### src/rtl/optic_pkg.sv
// Shared encodings and default thresholds for the optic link supervisor.
package optic_pkg;

  typedef enum logic [1:0] {
    LS_DOWN  = 2'b00,
    LS_TRAIN = 2'b01,
    LS_UP    = 2'b10,
    LS_FAULT = 2'b11
  } link_state_e;

  typedef enum logic [1:0] {
    FM_NONE       = 2'b00,
    FM_TX_COMM    = 2'b01,
    FM_TX_CRC     = 2'b10,
    FM_FORCE_LINK = 2'b11
  } fault_mode_e;

  localparam int DEF_CH_NUM   = 14;
  localparam int DEF_CNT_W    = 16;
  localparam int DEF_UP_THR   = 4;
  localparam int DEF_DOWN_THR = 3;

endpackage

### src/rtl/optic_link_fsm.sv
// Per-channel link FSM: window accumulation, good/bad run counters, error counters.
// OPTIC_SUP_TIMEOUT_EN: a window without any rx frame is bad and raises o_frame_timeout.
module optic_link_fsm
  import optic_pkg::*;
#(
  parameter int CNT_W    = DEF_CNT_W,
  parameter int UP_THR   = DEF_UP_THR,
  parameter int DOWN_THR = DEF_DOWN_THR
) (
  input  logic             i_clk,
  input  logic             i_rst_n,
  input  logic             i_win_end,
  input  logic             i_frame_ok,
  input  logic             i_comm_err,
  input  logic             i_verify_err,
  input  logic [1:0]       i_fault_mode,
  input  logic             i_cnt_clr,
  output logic             o_tx_comm_fault,
  output logic             o_tx_crc_fault,
  output logic [1:0]       o_link_state,
  output logic             o_link_up,
  output logic [CNT_W-1:0] o_comm_err_cnt,
  output logic [CNT_W-1:0] o_verify_err_cnt,
  output logic             o_frame_timeout
);

  localparam int GW = $clog2(UP_THR + 1);
  localparam int DW = $clog2(DOWN_THR + 1);
  localparam logic [GW-1:0] GMAX = GW'(UP_THR);
  localparam logic [DW-1:0] DMAX = DW'(DOWN_THR);

  link_state_e      r_state;
  logic [GW-1:0]    r_good;
  logic [DW-1:0]    r_bad;
  logic             r_seen_err;
  logic             r_tx_comm;
  logic             r_tx_crc;
  logic [CNT_W-1:0] r_comm_cnt;
  logic [CNT_W-1:0] r_verify_cnt;
  logic             w_good;
  logic [GW-1:0]    w_good_nxt;
  logic [DW-1:0]    w_bad_nxt;

  always_comb begin
    w_good_nxt = (r_good == GMAX) ? r_good : r_good + 1'b1;
    w_bad_nxt  = (r_bad == DMAX) ? r_bad : r_bad + 1'b1;
  end

  // Events coincident with the window end seed the new window, not the old one.
  always_ff @(posedge i_clk or negedge i_rst_n) begin
    if (!i_rst_n)       r_seen_err <= 1'b0;
    else if (i_win_end) r_seen_err <= i_comm_err | i_verify_err;
    else                r_seen_err <= r_seen_err | i_comm_err | i_verify_err;
  end

`ifdef OPTIC_SUP_TIMEOUT_EN
  logic r_seen_ok;

  always_ff @(posedge i_clk or negedge i_rst_n) begin
    if (!i_rst_n)       r_seen_ok <= 1'b0;
    else if (i_win_end) r_seen_ok <= i_frame_ok;
    else                r_seen_ok <= r_seen_ok | i_frame_ok;
  end

  assign w_good          = r_seen_ok & ~r_seen_err;
  assign o_frame_timeout = i_win_end & ~r_seen_ok;
`else
  assign w_good          = ~r_seen_err;
  assign o_frame_timeout = 1'b0;
`endif

  always_ff @(posedge i_clk or negedge i_rst_n) begin
    if (!i_rst_n) begin
      r_state <= LS_DOWN;
      r_good  <= '0;
      r_bad   <= '0;
    end else if (i_fault_mode == FM_FORCE_LINK) begin
      r_state <= LS_FAULT;
      r_good  <= '0;
      r_bad   <= '0;
    end else begin
      case (r_state)
        LS_DOWN: begin
          if (i_frame_ok) begin
            r_state <= LS_TRAIN;
            r_good  <= '0;
          end
        end
        LS_TRAIN: begin
          if (i_win_end) begin
            if (w_good) begin
              r_good <= w_good_nxt;
              if (w_good_nxt == GMAX) begin
                r_state <= LS_UP;
                r_bad   <= '0;
              end
            end else begin
              r_state <= LS_DOWN;
              r_good  <= '0;
            end
          end
        end
        LS_UP: begin
          if (i_win_end) begin
            if (w_good) begin
              r_bad <= '0;
            end else if (w_bad_nxt == DMAX) begin
              r_state <= LS_DOWN;
              r_good  <= '0;
              r_bad   <= '0;
            end else begin
              r_bad <= w_bad_nxt;
            end
          end
        end
        default: begin
          r_state <= LS_DOWN;
          r_good  <= '0;
          r_bad   <= '0;
        end
      endcase
    end
  end

  always_ff @(posedge i_clk or negedge i_rst_n) begin
    if (!i_rst_n) begin
      r_tx_comm <= 1'b0;
      r_tx_crc  <= 1'b0;
    end else if (i_win_end) begin
      r_tx_comm <= (i_fault_mode == FM_TX_COMM);
      r_tx_crc  <= (i_fault_mode == FM_TX_CRC);
    end
  end

  always_ff @(posedge i_clk or negedge i_rst_n) begin
    if (!i_rst_n) begin
      r_comm_cnt   <= '0;
      r_verify_cnt <= '0;
    end else if (i_cnt_clr) begin
      r_comm_cnt   <= '0;
      r_verify_cnt <= '0;
    end else begin
      if (i_comm_err && (r_comm_cnt != '1))     r_comm_cnt   <= r_comm_cnt + 1'b1;
      if (i_verify_err && (r_verify_cnt != '1)) r_verify_cnt <= r_verify_cnt + 1'b1;
    end
  end

  assign o_link_state     = r_state;
  assign o_link_up        = (r_state == LS_UP);
  assign o_tx_comm_fault  = r_tx_comm;
  assign o_tx_crc_fault   = r_tx_crc;
  assign o_comm_err_cnt   = r_comm_cnt;
  assign o_verify_err_cnt = r_verify_cnt;

endmodule

### src/rtl/optic_link_supervisor.sv
// Optic link supervisor: frame-boundary window generator plus CH_NUM per-channel link FSMs.
// OPTIC_SUP_TIMEOUT_EN enables per-window missing-frame detection (frame_timeout).
module optic_link_supervisor
  import optic_pkg::*;
#(
  parameter int CH_NUM   = DEF_CH_NUM,
  parameter int CNT_W    = DEF_CNT_W,
  parameter int UP_THR   = DEF_UP_THR,
  parameter int DOWN_THR = DEF_DOWN_THR
) (
  input  logic                    clk_sys,
  input  logic                    reset_n,
  input  logic                    sfp_rx_end_extend,
  input  logic [CH_NUM-1:0]       rx_frame_ok,
  input  logic [CH_NUM-1:0]       rx_comm_err,
  input  logic [CH_NUM-1:0]       rx_verify_err,
  input  logic [CH_NUM*2-1:0]     fault_mode,
  input  logic                    cnt_clr,
  output logic                    trans_start,
  output logic [CH_NUM-1:0]       tx_comm_fault,
  output logic [CH_NUM-1:0]       tx_crc_fault,
  output logic [CH_NUM*2-1:0]     link_state,
  output logic [CH_NUM-1:0]       link_up,
  output logic [CH_NUM*CNT_W-1:0] comm_err_cnt,
  output logic [CH_NUM*CNT_W-1:0] verify_err_cnt,
  output logic [CH_NUM-1:0]       frame_timeout
);

  logic r_end_d;
  logic r_trans_start;

  always_ff @(posedge clk_sys or negedge reset_n) begin
    if (!reset_n) begin
      r_end_d       <= 1'b0;
      r_trans_start <= 1'b0;
    end else begin
      r_end_d       <= sfp_rx_end_extend;
      r_trans_start <= sfp_rx_end_extend & ~r_end_d;
    end
  end

  assign trans_start = r_trans_start;

  for (genvar g = 0; g < CH_NUM; g++) begin : g_ch
    optic_link_fsm #(
      .CNT_W    (CNT_W),
      .UP_THR   (UP_THR),
      .DOWN_THR (DOWN_THR)
    ) u_fsm (
      .i_clk            (clk_sys),
      .i_rst_n          (reset_n),
      .i_win_end        (r_trans_start),
      .i_frame_ok       (rx_frame_ok[g]),
      .i_comm_err       (rx_comm_err[g]),
      .i_verify_err     (rx_verify_err[g]),
      .i_fault_mode     (fault_mode[2*g +: 2]),
      .i_cnt_clr        (cnt_clr),
      .o_tx_comm_fault  (tx_comm_fault[g]),
      .o_tx_crc_fault   (tx_crc_fault[g]),
      .o_link_state     (link_state[2*g +: 2]),
      .o_link_up        (link_up[g]),
      .o_comm_err_cnt   (comm_err_cnt[g*CNT_W +: CNT_W]),
      .o_verify_err_cnt (verify_err_cnt[g*CNT_W +: CNT_W]),
      .o_frame_timeout  (frame_timeout[g])
    );
  end

endmodule

### config.mk
export PLATFORM = sky130hd
export DESIGN_NAME = optic_link_supervisor
export DESIGN_NICKNAME = d
export VERILOG_FILES = /design/src/rtl/optic_pkg.sv /design/src/rtl/optic_link_fsm.sv /design/src/rtl/optic_link_supervisor.sv
export SDC_FILE = /design/constraint.sdc
export NUM_CORES = 1
export LEC_CHECK = 0
export CAP_MARGIN = 15
export CORE_AREA = 2 2 240 242
export CTS_CLUSTER_DIAMETER = 80
export CTS_CLUSTER_SIZE = 12
export DETAILED_ROUTE_END_ITERATION = 7
export DIE_AREA = 0 0 242 244
export PLACE_DENSITY = 0.86
export SETUP_SLACK_MARGIN = 0.5
export SYNTH_ARGS = -nofsm -noshare
export SYNTH_HDL_FRONTEND = slang
export SYNTH_SLANG_ARGS = --single-unit
### constraint.sdc
create_clock -name clk_sys -period 4.57 [get_ports clk_sys]
set_input_delay 0.914 -clock clk_sys [delete_from_list [all_inputs] [get_ports clk_sys]]
set_output_delay 0.914 -clock clk_sys [all_outputs]
set_load 0.005 [all_outputs]
* Word level (Yosys, flattened, before mapping)
Cells that the tools add are included.
** Storage, ports and cells
- Output and inout bits :: 533
- Bits in registers :: 590
- Word-level logic and storage cells :: 1054
- Bits of input ports :: 74
** Cells by class
- Add/subtract/negate cells :: 56
- Muxes and demuxes :: 448
- Reductions and logical operators :: 112
- Eq/ne operators :: 280
- Bitwise operators :: 44
** Operator list (count)
- 2-to-1 mux 16 bit :: 56
- adder 16 x 1 -> 16 bit (second input constant) :: 28
- 2-to-1 mux 2 bit :: 224
- != test 16 bit (second input constant) :: 28
- 2-to-1 mux 3 bit :: 112
- != test 3 bit (second input constant) :: 56
- one-hot mux 2 bit (3 select lines) :: 28
- == test 2 bit (second input constant) :: 70
- AND reduction 5 bit :: 28
- one-hot mux 3 bit (3 select lines) :: 14
- == test 3 bit (second input constant) :: 28
- != test 3 x 2 -> 1 bit (second input constant) :: 28
- AND reduction 6 bit :: 14
- == test 2 x 1 -> 1 bit (second input constant) :: 28
- != test 4 x 1 -> 1 bit (second input constant) :: 14
- nonzero test 2 bit :: 28
- adder 3 x 1 -> 3 bit (second input constant) :: 14
- != test 3 x 1 -> 1 bit (second input constant) :: 14
- bitwise OR 1 bit :: 42
- adder 2 x 1 -> 2 bit (second input constant) :: 14
- logical AND 1 bit :: 28
- logical NOT 2 bit :: 14
- != test 2 x 1 -> 1 bit (second input constant) :: 14
- 2-to-1 mux 1 bit :: 14
- 2 further kinds :: 2

* Longest topological paths before layout
- Depth after elaboration :: 8
- Depth in mapped cells :: 8
- Mapped depth without buffers :: 7

* Hierarchy
A second synthesis with hierarchy kept.
** Unflattened totals
- Cell total of the unflattened synthesis :: 3763
- Area total of the unflattened synthesis :: 33847.5 um^2
** Modules (own cells, without submodules)
- optic_link_fsm at g_ch[0].u_fsm ... :: sequential area each 1051.0 um^2, times used 10, area each 2408.6 um^2, cells an instance 269
- optic_link_fsm at g_ch[7].u_fsm ... :: sequential area each 1051.0 um^2, times used 2, area each 2406.1 um^2, cells an instance 268
- optic_link_fsm at g_ch[6].u_fsm :: sequential area each 1051.0 um^2, times used 1, area each 2458.6 um^2, cells an instance 267
- optic_link_fsm at g_ch[9].u_fsm :: sequential area each 1051.0 um^2, times used 1, area each 2427.3 um^2, cells an instance 267
- optic_link_supervisor :: sequential area each 50.0 um^2, times used 1, area each 63.8 um^2, cells an instance 3

* Least setup slack after synthesis
Ideal clock, no wire load.
- Path type :: input to register
- Start :: in rx_comm_err[10]
- End :: reg g_ch[10].u_fsm.r_comm_cnt[10]
- Library setup time :: 0.132 ns
- Setup slack :: 2.398 ns
- Arrival :: 2.040 ns
- Stages on the path :: 6
- Required time :: 4.438 ns
- Path buffers :: 1
- Path through :: clkbuf_1 -> nand4_1 -> a311oi_1 -> nand4_1 -> xor2_1 -> nor2_1
** Between the ends
- Longest elaborated chain between the ends :: 2
** RTL lines
- start, declared :: RTL line optic_link_supervisor.sv:15 : input logic [CH_NUM-1:0] rx_comm_err,
- logical AND 1 bit :: RTL line optic_link_fsm.sv:143 : if (i_comm_err && (r_comm_cnt != '1)) r_comm_cnt <= r_comm_cnt + 1'b1;
- nonzero test 2 bit (no source line)
- end signal, assigned :: RTL line optic_link_fsm.sv:143
- end, declared :: RTL line optic_link_fsm.sv:38 : logic [CNT_W-1:0] r_comm_cnt;
No other way between the ends.
A chain may end at the register's enable or synchronous reset.

* Worst setup path after layout
- Start :: reg g_ch[12].u_fsm.r_state[1]
- End :: out link_up[12]
** Between the ends
- Longest elaborated chain between the ends :: 1
** RTL lines
- start, declared :: RTL line optic_link_fsm.sv:32 : link_state_e r_state;
- start signal, assigned :: RTL line optic_link_fsm.sv:74 : r_state <= LS_DOWN;
- start signal, assigned :: RTL line optic_link_fsm.sv:78 : r_state <= LS_FAULT;
- start signal, assigned :: RTL line optic_link_fsm.sv:85 : r_state <= LS_TRAIN;
- == test 2 bit :: RTL line optic_link_fsm.sv:149 : assign o_link_up = (r_state == LS_UP);
- end, declared :: RTL line optic_link_supervisor.sv:23 : output logic [CH_NUM-1:0] link_up,
No other way between the ends.

==> results.json <==
{
  "fin_tns_setup_ps": 0,
  "pwr_density_cell_nw_per_um2": 282,
  "fin_crit_sh_pct": 63.6,
  "rr_startpoint": "trans_start",
  "r2r_cells": 6,
  "cts_max_level": 2,
  "rsz0062_at_grt": "no",
  "fmax_mhz": 344,
  "row_count": 87,
  "synth_edf_count": 0,
  "avgRoutedWirePerCell_um": 19.1,
  "worstPathRequired_ps": 3660,
  "layout_commonest_cell": "clkdlybuf4s50_1",
  "die_y_um": 244,
  "synthCells": 3427,
  "grt_max_degree": 126,
  "drv_cap": 0,
  "port-buffer-count": 592,
  "die_area_um2": 59000,
  "synthFlopType": "dfrtp_1",
  "yosysSeqAreaShare_pct": 46.3,
  "route.detailed.drc": 0,
  "final_hold_viol_count": 0,
  "cts_tree": "yes",
  "path_max_fanout": 9,
  "dp_hpwl_um": 64900,
  "overflow": 0,
  "gp_congestion": 0.919,
  "pin_count": 607,
  "path_class": "reg2out",
  "drtPass1Iterations": 6,
  "final_cell_mix": "clkdlybuf4s50_1 (590), dfrtp_1 (589), nor2_1 (481)",
  "clock_path_buffers": 3,
  "start_kind": "flip-flop",
  "rrSetupSlack_ps": 2210,
  "crit_slowest_cell": "clkdlybuf4s50_1",
  "drt-total-wl_um": 89600,
  "finalClockSkew_ps": 23.9,
  "grt_pass1_vias": 26700,
  "slew_violations": 0,
  "p_leak_nw": 16.2,
  "avgSynthCellArea_um2": 9.31,
  "cts-buffers-inserted": 55,
  "vias": 28100,
  "grt_pass1_wl_um": 144000,
  "hold_path_class": "in2async",
  "cts_sinks": 590,
  "drt_iter0_drc": 1935,
  "worst_slew_pin_slew_ps": 889,
  "clkTransAtPathRegs_ps": 60,
  "finish.instance_area_um2": 39700,
  "avgViaCountPerCell": 5.98,
  "rr_endpoint": "g_ch[3].u_fsm.r_good[0]",
  "grt_antenna_before_repair": 6,
  "fp.coreArea_um2": 56200,
  "min_period_ps": 2910,
  "end_kind": "output port",
  "start_util_pct": 56.8,
  "yosysWarnings": 0,
  "peakVddDrop_mv": 0.279,
  "synthArstFlopShare_pct": 100,
  "crit_arrival_ps": 1990,
  "area_delta_synth_final_pct": 24.5,
  "synth_area_um2": 31900,
  "synth-seq-cells": 590,
  "path_cells": "nor2b_1, clkdlybuf4s50_1",
  "cts-root-buf": "clkbuf_16",
  "place_area_um2": 38200,
  "insertion_delay_ps": 610,
  "ys_types": 87,
  "post_cts_buffers": 0,
  "final_antenna_net_count": 0,
  "hold_buffers": 0,
  "die_w_um": 242,
  "report.final.setup_viol": 0,
  "grt_usage_pct": 29.8,
  "slew_headroom_pct": 40.7,
  "cts-resized-gates": 0,
  "cpPeakStageDelay_ps": 570,
  "status": "completed",
  "final_net_count": 4070,
  "drive_above_1_share_pct": 3.30
}
[cell families after synthesis]
kind of cell / Yosys count / share of synthesized area (%)
AO/OA/AOI/OAI: 574 / 11.7
AND/OR/NAND/NOR: 1568 / 25.8
flip-flops: 590 / 46.3
multiplexers: 49 / 1.57
buffers and inverters: 286 / 4.11
adder cells (fa/ha/maj): 56 / 2.20
other: 1 / 0.0118
XOR/XNOR: 303 / 8.32
[cell type report]
class / instances / area (µm²)
repair buffers: 613 / 6230
fillers: 4204 / 16500
multi-input cells: 2564 / 15900
clock inverters: 3 / 33.8
flip-flops and latches: 590 / 14800
inverters: 116 / 435
clock buffers: 59 / 1420
diodes: 1 / 2.50
well taps: 756 / 946
[worst max-delay path by stage]
stage / from / to / slack, ps
floorplan: rx_comm_err[10] / g_ch[10].u_fsm.o_comm_err_cnt[10] / 2400
global placement: rx_comm_err[0] / g_ch[0].u_fsm.o_comm_err_cnt[10] / 1740
detailed placement: rx_verify_err[8] / g_ch[8].u_fsm.o_verify_err_cnt[15] / 1690
CTS: g_ch[12].u_fsm.o_link_state[1] / link_up[12] / 1630
global route: g_ch[12].u_fsm.o_link_state[1] / link_up[12] / 1580
finish: g_ch[12].u_fsm.o_link_state[1] / link_up[12] / 1660
[per-stage QoR]
| step | hold slack, ps | cells | setup slack (ps) | power [mW] | util [%] |
|---|---|---|---|---|---|
| finish | 296 | 4702 | 1660 | 11.2 | 70.7 |
| global route | 380 | 4701 | 1580 | 11.6 | 70.7 |
| CTS | 354 | 4701 | 1630 | 11.3 | 70.7 |
| detailed placement | 389 | 4639 | 1690 | 7.15 | 68.1 |
| global placement | 377 | 4639 | 1740 | 7.10 | 68.1 |
| floorplan | 378 | 3440 | 2400 | 6.45 | - |
[per-layer routing]
| metal | share of wire (%) | global-route usage [%] |
|---|---|---|
| met1 | 41 | 38.6 |
| met2 | 47 | 47.8 |
| met3 | 8.5 | 8.11 |
| met4 | 4.1 | 11.7 |
| met5 | 0.046 | 0 |
[registers in the layout, summed over array words and instances, names as in the netlist]
register / flops
g_ch.u_fsm.o_verify_err_cnt: 224
g_ch.u_fsm.o_comm_err_cnt: 224
g_ch.u_fsm.o_tx_comm_fault: 14
g_ch.u_fsm.r_bad: 28
g_ch.u_fsm.r_good: 42
g_ch.u_fsm.o_link_state: 28
trans_start: 1
r_end_d: 1
g_ch.u_fsm.o_tx_crc_fault: 14
g_ch.u_fsm.r_seen_err: 14
[worst max-delay path: cells and delay by family (launching register included)]
family / cells / cell delay [ps]
buffers and inverters: 1 / 570
DFF: 1 / 510
and+or+nand+nor: 1 / 300
[Yosys cell counts (42+ instances only)]
cell / instances / area (µm²)
a21oi_1: 135 / 676
a31oi_1: 43 / 269
and3_1: 71 / 444
and4_1: 67 / 587
buf_4: 56 / 420
clkbuf_1: 94 / 353
dfrtp_1: 590 / 14800
ha_1: 56 / 701
inv_1: 116 / 435
mux2i_1: 42 / 420
nand2_1: 219 / 822
nand3_1: 183 / 916
nand4_1: 135 / 845
nor2_1: 481 / 1810
nor3_1: 104 / 521
o21ai_0: 114 / 571
o21ai_1: 43 / 215
xnor2_1: 117 / 1020
xor2_1: 186 / 1630
[where the power goes]
group / internal (mW) / switching, mW
Combinational: 0.656 / 0.720
Sequential: 5.41 / 0.278
Clock: 2.18 / 1.94
Total: 8.24 / 2.94
Power figures use the tool's default switching activity.
